### src/rtl/fetch_prefetch_buffer.sv
// Instruction-fetch front end: sequential PC generation, 1-cycle-latency imem reads,
// and a small {PC, instr} prefetch queue feeding decode, with stall and branch flush.
module fetch_prefetch_buffer #(
    parameter int unsigned DEPTH    = 4,
    parameter logic [31:0] RESET_PC = 32'h0
) (
    input  logic        clk,
    input  logic        rst,
    input  logic        PCSrcE,
    input  logic [31:0] PCTargetE,
    input  logic        StallD,
    output logic        imem_req,
    output logic [31:0] imem_addr,
    input  logic [31:0] imem_rdata,
    output logic        ValidD,
    output logic [31:0] InstrD,
    output logic [31:0] PCD,
    output logic [31:0] PCPlus4D
);
    localparam int unsigned PW  = $clog2(DEPTH);
    localparam logic [31:0] NOP = 32'h0000_0013;

    logic [31:0]   fetch_pc;
    logic [31:0]   inflight_pc;
    logic          inflight;
    logic          running;
    logic [PW-1:0] rd_ptr;
    logic [PW-1:0] wr_ptr;
    logic [PW:0]   count;
    logic [PW:0]   occupancy;
    logic [31:0]   pc_mem    [DEPTH];
    logic [31:0]   instr_mem [DEPTH];
    logic [31:0]   pcd_hold;
    logic [31:0]   pcp4_hold;
    logic [31:0]   head_pc;
    logic          push;
    logic          pop;

    // Credit: queued entries plus the outstanding read may never exceed the queue size.
    assign occupancy = count + {{PW{1'b0}}, inflight};
    assign imem_req  = !rst && !PCSrcE && (occupancy < (PW+1)'(DEPTH));
    assign imem_addr = fetch_pc;

    assign push = inflight && !PCSrcE;
    assign pop  = ValidD && !StallD && !PCSrcE;

    assign ValidD   = (count != '0);
    assign head_pc  = pc_mem[rd_ptr];
    assign PCD      = ValidD ? head_pc : pcd_hold;
    assign PCPlus4D = ValidD ? head_pc + 32'd4 : pcp4_hold;
    // InstrD reads zero only between reset and the first clock edge after it.
    assign InstrD   = ValidD ? instr_mem[rd_ptr] : (running ? NOP : '0);

    always_ff @(posedge clk or posedge rst) begin
        if (rst) begin
            fetch_pc    <= RESET_PC;
            inflight_pc <= '0;
            inflight    <= 1'b0;
            running     <= 1'b0;
            rd_ptr      <= '0;
            wr_ptr      <= '0;
            count       <= '0;
            pcd_hold    <= '0;
            pcp4_hold   <= '0;
        end else begin
            running   <= 1'b1;
            pcd_hold  <= PCD;
            pcp4_hold <= PCPlus4D;
            if (PCSrcE) begin
                fetch_pc <= PCTargetE & ~32'h3;
                inflight <= 1'b0;
                rd_ptr   <= '0;
                wr_ptr   <= '0;
                count    <= '0;
            end else begin
                inflight <= imem_req;
                if (imem_req) begin
                    fetch_pc    <= fetch_pc + 32'd4;
                    inflight_pc <= fetch_pc;
                end
                if (push)
                    wr_ptr <= wr_ptr + 1'b1;
                if (pop)
                    rd_ptr <= rd_ptr + 1'b1;
                case ({push, pop})
                    2'b10:   count <= count + 1'b1;
                    2'b01:   count <= count - 1'b1;
                    default: count <= count;
                endcase
            end
        end
    end

    always_ff @(posedge clk) begin
        if (push) begin
            pc_mem[wr_ptr]    <= inflight_pc;
            instr_mem[wr_ptr] <= imem_rdata;
        end
    end
endmodule

### config.mk
export PLATFORM = sky130hd
export DESIGN_NAME = fetch_prefetch_buffer
export DESIGN_NICKNAME = d
export VERILOG_FILES = /design/src/rtl/fetch_prefetch_buffer.sv
export SDC_FILE = /design/constraint.sdc
export NUM_CORES = 1
export LEC_CHECK = 0
export BUFFER_PORTS_ARGS = -buffer_cell sky130_fd_sc_hd__buf_2
export CAP_MARGIN = 20
export CORE_MARGIN = 3
export CORE_UTILIZATION = 54
export CTS_BUF_LIST = sky130_fd_sc_hd__clkbuf_4 sky130_fd_sc_hd__clkbuf_8
export CTS_CLUSTER_SIZE = 14
export DETAILED_ROUTE_END_ITERATION = 12
export PLACE_DENSITY = 0.78
export SYNTH_ARGS = -nofsm -noshare
export SYNTH_HDL_FRONTEND = slang
export SYNTH_SLANG_ARGS = --single-unit
### constraint.sdc
create_clock -name clk -period 3.85 [get_ports clk]
set_input_delay 0.1925 -clock clk [delete_from_list [all_inputs] [get_ports clk]]
set_output_delay 0.1925 -clock clk [all_outputs]
set_load 0.05 [all_outputs]
==> metrics.md, run 1 <==
| Metric | Value |
|---|---|
| Via count | 9383 |
| Routed wire per std cell | 19.4 um |
| PortBufs | 193 |
| Seq/Total Area, Yosys | 70.0% |
| Slack of the worst reg-to-reg path | 0.96 ns |
| DRC viols | 0 |
| Tightest Pin Transition | 1.03 ns |
| Detailed-router iteration count before antenna repair | 5 |
| Floorplan die width | 175 um |
| CTS root buffer | clkbuf_8 |
| Core area | 27900 um^2 |
| Critical Setup Path Class | reg -> out |
| Slew Viols, Final | 0 |
| Ant. Diodes | 0 |
| Area grow syn2layout | 22.8% |
| Final Wtd Congestion | 0.859 |
| DRT iter0 DRCs | 763 |
| Number of global-route vias before repair | 9476 |
| Hpwl dp | 20200 um |
| Starting Density | 55.1% |
| Largest net degree at the start of global routing | 75 |
| Top_reg_cell synth | edfxtp_1 |
| Syn_area_per_cell | 15.7 um^2 |
| Clock Path Buffers | 3 |
| Initial antenna violation count | 0 |
| Placed instance area | 16800 um^2 |
| Number of cell rows | 61 |
| Layout cells sized above 1 | 32.7% |
| Largest cells by area after synthesis | edfxtp_1, dfrtp_1, mux4_2 |
| Final WL | 33100 um |
| Final Skew | 0.0277 ns |
| Worst Path Required | 3.66 ns |
| Post-synth cell types | 49 |
| Final nets | 1353 |
| Antenna violation net count after detailed routing | 0 |
| #FFs+latches synth | 381 |
| CTS tree | yes |
| H-tree levels | 2 |
| Asr flop ratio synth | 34.9% |
| Count leader, synth | edfxtp_1 |
| Worst-path maximum fanout | 8 |
| Worst-path clk slew | 0.07 ns |
| Critical path endpoint category | output pin |
| Setup Viol. Count Final | 0 |
| Cells after Synth | 980 |
| Clock tree sinks | 381 |
| Number of max-cap violations | 0 |
| Max Freq | 266 MHz |
| Die Area | 30600 um^2 |
| Mapped cell area | 15400 um^2 |
| Synth cell count leaders | edfxtp_1, nand2_1, dfrtp_1 |
| Final Hold Fails | 0 |
| Die Span Y | 175 um |
| Final instance area | 18900 um^2 |
| Ys Warns | 0 |
| Arr. time, crit path | 3.57 ns |
| Wire length of the first global-routing pass | 51900 um |
| Slew margin rel. | 31.7% |
| # IOs | 198 |
| Cell taking the most area after synthesis | edfxtp_1 |
| Num CTS Buffers | 58 |
| Post-synth top area share | 48.4% |
| Total track usage | 21.5% |
| Post-synth EDFFs | 248 |
| Worst skew pair latency | 0.59 ns |
| Via density | 5.50 |
| Startpoint Class | flop |
| Status | finished, final reports clean |
| Minimum clock period | 3.76 ns |
| Fin crit share | 97.8% |
| GRT overflow | 0 |
| Min-Delay Path Class | in -> reg |
area by class of cell:
type                    instances  area, um^2
flip-flops and latches        381       10800
inverters                       8        32.5
clock buffers                  81         996
fillers                      1905        9030
well taps                     378         473
multi-input cells             540        4390
clock inverters                28         297
repair buffers                289        1930
cells in the final DEF (no fill, tap or decap), types with 5 or more instances in the layout:
cell type      Yosys  layout
and4_1             6       5
clkinv_2           0       6
xor2_1            32      32
clkinv_1           0      15
or4_1              7       6
xnor2_1           15      15
bufinv_16          0       7
o31ai_1            5       5
inv_1              8       6
clkbuf_8           0      62
dlygate4sd3_1      0      65
edfxtp_1         248     248
dfrtp_1          133     131
ha_1               6       5
nand4_1           20      20
and3_1            11      11
mux4_2            49      56
mux2_2            31      31
o21ai_0           51      51
nand2_1          150     150
and2_1            41      37
clkbuf_4           0      20
a31oi_1           11       7
nand3_1           22      21
nor2_1            23      23
mux4_1            13       6
buf_4              4      30
buf_2              6     187
metrics by stage:
step | setup WS (ns) | setup TNS [ns] | cells | util [%] | hold slack, ns
after detailed placement | 0.353 | 0 | 1520 | 60.1 | 0.405
after CTS | 0.00428 | 0 | 1698 | 67.3 | 0.323
final | 0.0866 | 0 | 1705 | 67.7 | 0.355
after global placement | 0.427 | 0 | 1520 | 60.1 | 0.403
after global routing | -0.00198 | -0.00198 | 1705 | 67.7 | 0.343
after floorplan | 0.103 | 0 | 981 | - | 0.291
worst paths after layout:
check	from	to	cells after the start
min in group asynchronous	rst	imem_addr[18]$_DFFE_PP0N_	3
max in group asynchronous	rst	pcd_hold[4]$_DFF_PP0_	4
setup reg to reg	rd_ptr[0]$_DFFE_PP0P_	pcp4_hold[28]$_DFF_PP0_	6
setup / recovery	rd_ptr[0]$_DFFE_PP0P_	PCPlus4D[28]	7
hold / removal	imem_rdata[4]	instr_mem[1][4]$_DFFE_PP_	2
hold reg to reg	pcp4_hold[3]$_DFF_PP0_	pcp4_hold[3]$_DFF_PP0_	2
state kept, by name (all words and copies together), names as in the netlist:
register,cells
instr_mem,128
pc_mem,120
pcd_hold,32
pcp4_hold,32
imem_addr,30
inflight_pc,30
count,3
rd_ptr,2
wr_ptr,2
inflight,1
running,1
metal layers:
metal	wire [um]	track usage [%]	part of all wire (%)
met5	0	0	0
met2	15900	34.0	48
met3	2150	3.67	6.5
met1	14300	31.3	43
met4	723	6.32	2.2
critical path: stages, from the launching register on:
cell     delay [ns]
dfrtp_4        0.54
buf_4          0.21
mux4_2         0.46
nand3_4        0.16
or4_4          0.61
or4_1          0.55
a31oi_2        0.26
buf_6          0.20
cell families (layout without fill, tap and decap cells):
| logic type | after synthesis | after routing | synth area share, % |
|---|---|---|---|
| flip-flops | 381 | 381 | 70.0 |
| AND/OR/NAND/NOR | 307 | 307 | 9.96 |
| multiplexers | 96 | 96 | 11.8 |
| AO/OA/AOI/OAI | 80 | 80 | 2.97 |
| buffers and inverters | 60 | 406 | 1.89 |
| XOR/XNOR | 47 | 47 | 2.67 |
| adder cells (fa/ha/maj) | 7 | 7 | 0.618 |
| other | 2 | 3 | 0.0488 |
what timing repair did:
item | CTS | global route
buffers inserted | 3 | 7
gates resized for setup | 6 | 26
setup endpoints to repair | 9 | 9
hold buffers | 65 | 0
cloned | 1 | 0
pin swaps | 0 | 1
hold endpoints to repair | 232 | 0
Power of run 1 is not shown: default switching activity piles up to over one toggle a cycle in this logic, so the estimate is an artifact.
==> inputs of run 2 (changes only) <==
Settings changed: ABC_AREA from default to 1, CORE_UTILIZATION 54 to 55, PLACE_DENSITY 0.78 to 0.79.
==> run 2 against run 1 <==
Hold slack got worse by 0.27 ns; clock skew is 0.0047 ns higher; non-clock buffer count shrank 6; critical path type unchanged; flip-flop and latch count stayed put; die area is 5.3% higher; synthesized cell count increased by 73%; highest routed layer unchanged; core utilization up 0.40 points; global-route usage rose by 2.9 points; via count grew 37%; cell area up 5.0%; count of clock-buffer cells in the layout unchanged.
==> metrics.md, run 2 <==
| Metric | Value |
|---|---|
| Status | finished, final reports clean (unchanged) |
| Synth cell count leaders | nand2_1, edfxtp_1, nor2_1 (was edfxtp_1, nand2_1, dfrtp_1) |
| GR peak layer | met2 (unchanged) |
| Worst-path maximum fanout | 65 (was 8) |
| Max Freq | 285 MHz (was 266 MHz) |
| Final Hold Fails | 0 (unchanged) |
| Via count | 12900 (was 9383) |
| Clock Path Buffers | 3 (unchanged) |
| Clk pwr share | 21.8% |
| Final WL | 39400 um (was 33100 um) |
| Commonest non-fill, non-tap cell in the layout | nand2_1 (was edfxtp_1) |
| Largest Register | instr_mem (unchanged) |
| Largest cells by area after synthesis | edfxtp_1, dfrtp_1, nand2_1 (was edfxtp_1, dfrtp_1, mux4_2) |
| Post-synth EDFFs | 248 (unchanged) |
| Top_reg_cell synth | edfxtp_1 (unchanged) |
| CP endpoint | PCPlus4D[28] (unchanged) |
| Largest net degree at the start of global routing | 116 (was 75) |
| CTS root buffer | clkbuf_8 (unchanged) |
| VDD IR max | 0.636 mV |
| Tightest Pin Transition | 1.06 ns (was 1.03 ns) |
| R2R cell count | 13 (was 6) |
| Startpoint Class | flop (unchanged) |
| M3 GR Usage | 3.90% (was 3.67%) |
| Worst r2r dst | pcp4_hold[28]$_DFF_PP0_ (unchanged) |
| Core area | 29200 um^2 (was 27900 um^2) |
| Filler cell count | 2171 (was 1905) |
| Critical path endpoint category | output pin (unchanged) |
| H-tree levels | 2 (unchanged) |
| Total track usage | 24.4% (was 21.5%) |
| Cells after Synth | 1698 (was 980) |
| Psw | 7.91 mW |
| Starting Density | 56.7% (was 55.1%) |
| Minimum clock period | 3.51 ns (was 3.76 ns) |
| Cell taking the most area after synthesis | edfxtp_1 (unchanged) |
| RSZ-0062 raised after global routing | no |
| # IOs | 198 (unchanged) |
| Arr. time, crit path | 3.32 ns (was 3.57 ns) |
| Final nets | 2038 (was 1353) |
| Detailed-router iteration count before antenna repair | 5 (unchanged) |
| Min-Delay Path Class | in -> reg (unchanged) |
| Routed wire per std cell | 16.4 um (was 19.4 um) |
| Clock tree sinks | 381 (unchanged) |
| Wire length of the first global-routing pass | 62300 um (was 51900 um) |
| Max FFs per register | 128 (unchanged) |
| #FFs+latches synth | 381 (unchanged) |
| Final Skew | 0.0324 ns (was 0.0277 ns) |
| Register share of total power | 33.6% |
| Tot Pwr | 16.8 mW |
| Met2 global-route usage | 40.1% (was 34.0%) |
| Final Wtd Congestion | 0.905 (was 0.859) |
| Post-synth cell types | 40 (was 49) |
| Die Area | 32200 um^2 (was 30600 um^2) |
| DRC viols | 0 (unchanged) |
| Number of global-route vias before repair | 12700 (was 9476) |
| Slew margin rel. | 29.0% (was 31.7%) |
| Worst Hold Margin | 0.0864 ns (was 0.355 ns) |
| Setup Viol. Count Final | 0 (unchanged) |
| Met1 Use GR | 33.9% (was 31.3%) |
| Worst-path clk slew | 0.06 ns (was 0.07 ns) |
| Post-Place Cells | 2222 (was 1520) |
| Setup slack at placement | 0.809 ns (was 0.353 ns) |
| Antenna violation net count after detailed routing | 0 (unchanged) |
| Asr flop ratio synth | 34.9% (unchanged) |
| Layout cells sized above 1 | 17.1% (was 32.7%) |
| P_int | 8.91 mW |
| Ys Warns | 0 (unchanged) |
| Num CTS Buffers | 58 (unchanged) |
| Setup TNS Final | 0 ns (unchanged) |
| Fin cells | 2394 (was 1705) |
| P per Cell Area | 847 nW/um^2 |
| Power share of the combinational group | 44.6% |
| Mapped cell area | 16500 um^2 (was 15400 um^2) |
| Leakage Power | 8.50 nW |
| Seq/Total Area, Yosys | 65.2% (was 70.0%) |
| Die Span Y | 179 um (was 175 um) |
| Floorplan die width | 179 um (was 175 um) |
| DRT iter0 DRCs | 1247 (was 763) |
| Switching share of power | 47.0% |
| CTS tree | yes (unchanged) |
| GRT overflow | 0 (unchanged) |
| Largest registers | instr_mem x128, pc_mem x120 (unchanged) |
| Worst Path Required | 3.66 ns (about the same) |
| Slew Viols, Final | 0 (unchanged) |
| Start of the worst register-to-register path | rd_ptr[0]$_DFFE_PP0P_ (unchanged) |
| Syn_area_per_cell | 9.74 um^2 (was 15.7 um^2) |
| Via density | 5.37 (was 5.50) |
| Ant. Diodes | 0 (unchanged) |
| Number of max-cap violations | 0 (unchanged) |
| Number of cell rows | 62 (was 61) |
| Worst skew pair latency | 0.59 ns (about the same) |
| Critical Setup Path Class | reg -> out (unchanged) |
| Post-synth top area share | 45.0% (was 48.4%) |
| Area grow syn2layout | 20.1% (was 22.8%) |
| Count leader, synth | nand2_1 (was edfxtp_1) |
| CP Launch Point | rd_ptr[0]$_DFFE_PP0P_ (unchanged) |
| Slack of the worst reg-to-reg path | 1.22 ns (was 0.96 ns) |
| Most frequent cells in the layout | nand2_1, edfxtp_1, nor2_1 (was edfxtp_1, buf_2, nand2_1) |
| Fin crit share | 91.1% (was 97.8%) |
| Initial antenna violation count | 0 (unchanged) |
| PortBufs | 193 (unchanged) |
| Setup slack after layout | 0.341 ns (was 0.0866 ns) |
| Hpwl dp | 24400 um (was 20200 um) |
[run 2: logic make-up after synthesis]
group / share of synthesized area [%]
and+or+nand+nor: 22.4
DFF: 65.2
AOI/OAI and AO/OA: 6.58
buffers and inverters: 4.30
xor gates and xnor gates: 0.953
adders and majority gates: 0.575
other: 0.0454
[run 2: how the worst min path moves through the flow]
stage | start | end | slack [ns] | cells after the start
5_1_grt | PCSrcE | imem_addr[27]$_DFFE_PP0N_ | 0.09 | 5
4_1_cts | PCSrcE | imem_addr[27]$_DFFE_PP0N_ | 0.03 | 5
3_3_place_gp | rst | imem_addr[29]$_DFFE_PP0N_ | 0.39 | 2
6_report | PCSrcE | imem_addr[27]$_DFFE_PP0N_ | 0.09 | 5
3_5_place_dp | rst | imem_addr[29]$_DFFE_PP0N_ | 0.39 | 2
2_1_floorplan | imem_rdata[0] | instr_mem[0][0]$_DFFE_PP_ | 0.29 | 0
[run 2: what timing repair did]
action / CTS / global route
hold buffers: 65 / 0
endpoints found under the hold margin: 234 / 0
setup endpoints to repair: 0 / 8
buffers inserted: 0 / 0
gates resized for setup: 0 / 4
[run 2: worst max-delay path: stages (launching register included)]
cell	delay, ns
dfrtp_4	0.43
clkbuf_8	0.39
nand2_1	0.10
nand3_1	0.10
nand2_1	0.14
inv_1	0.12
ha_1	0.21
nand2_1	0.07
nor2_1	0.13
nand2_1	0.14
nor2_1	0.28
nand4_1	0.14
nand3_1	0.19
buf_2	0.30
[run 2: through the flow]
step	cell area, um^2	utilization (%)
floorplan	16500	-
global placement	17900	61.3
detailed placement	17900	61.3
CTS	19800	68.0
global route	19900	68.1
finish	19900	68.1
[run 2: cell type report]
class	instances	area, um^2	area share (%)
inverter	94	360	1.81
multi-input combinational	1145	5090	25.7
sequential	381	10800	54.3
timing repair buffer	283	1820	9.18
clock inverter	26	282	1.42
tap	384	480	2.42
clock buffer	81	1030	5.20
[run 2: power groups by stage]
stage | combinational, mW | sequential, mW | clock (mW)
CTS | 7.50 | 5.64 | 3.72
finish | 7.51 | 5.65 | 3.66
floorplan | 5.46 | 5.76 | 0
detailed placement | 7.41 | 5.71 | 0
global route | 8.08 | 5.72 | 3.90
global placement | 7.29 | 5.67 | 0
[run 2: per-layer routing]
metal / vias to the layer above / part of all wire [%]
li1: 6191 / -
met1: 6052 / 43
met2: 546 / 47
met3: 74 / 7.5
met4: 0 / 2.1
met5: - / 0
Note: power is estimated with default switching activity, not from simulation.
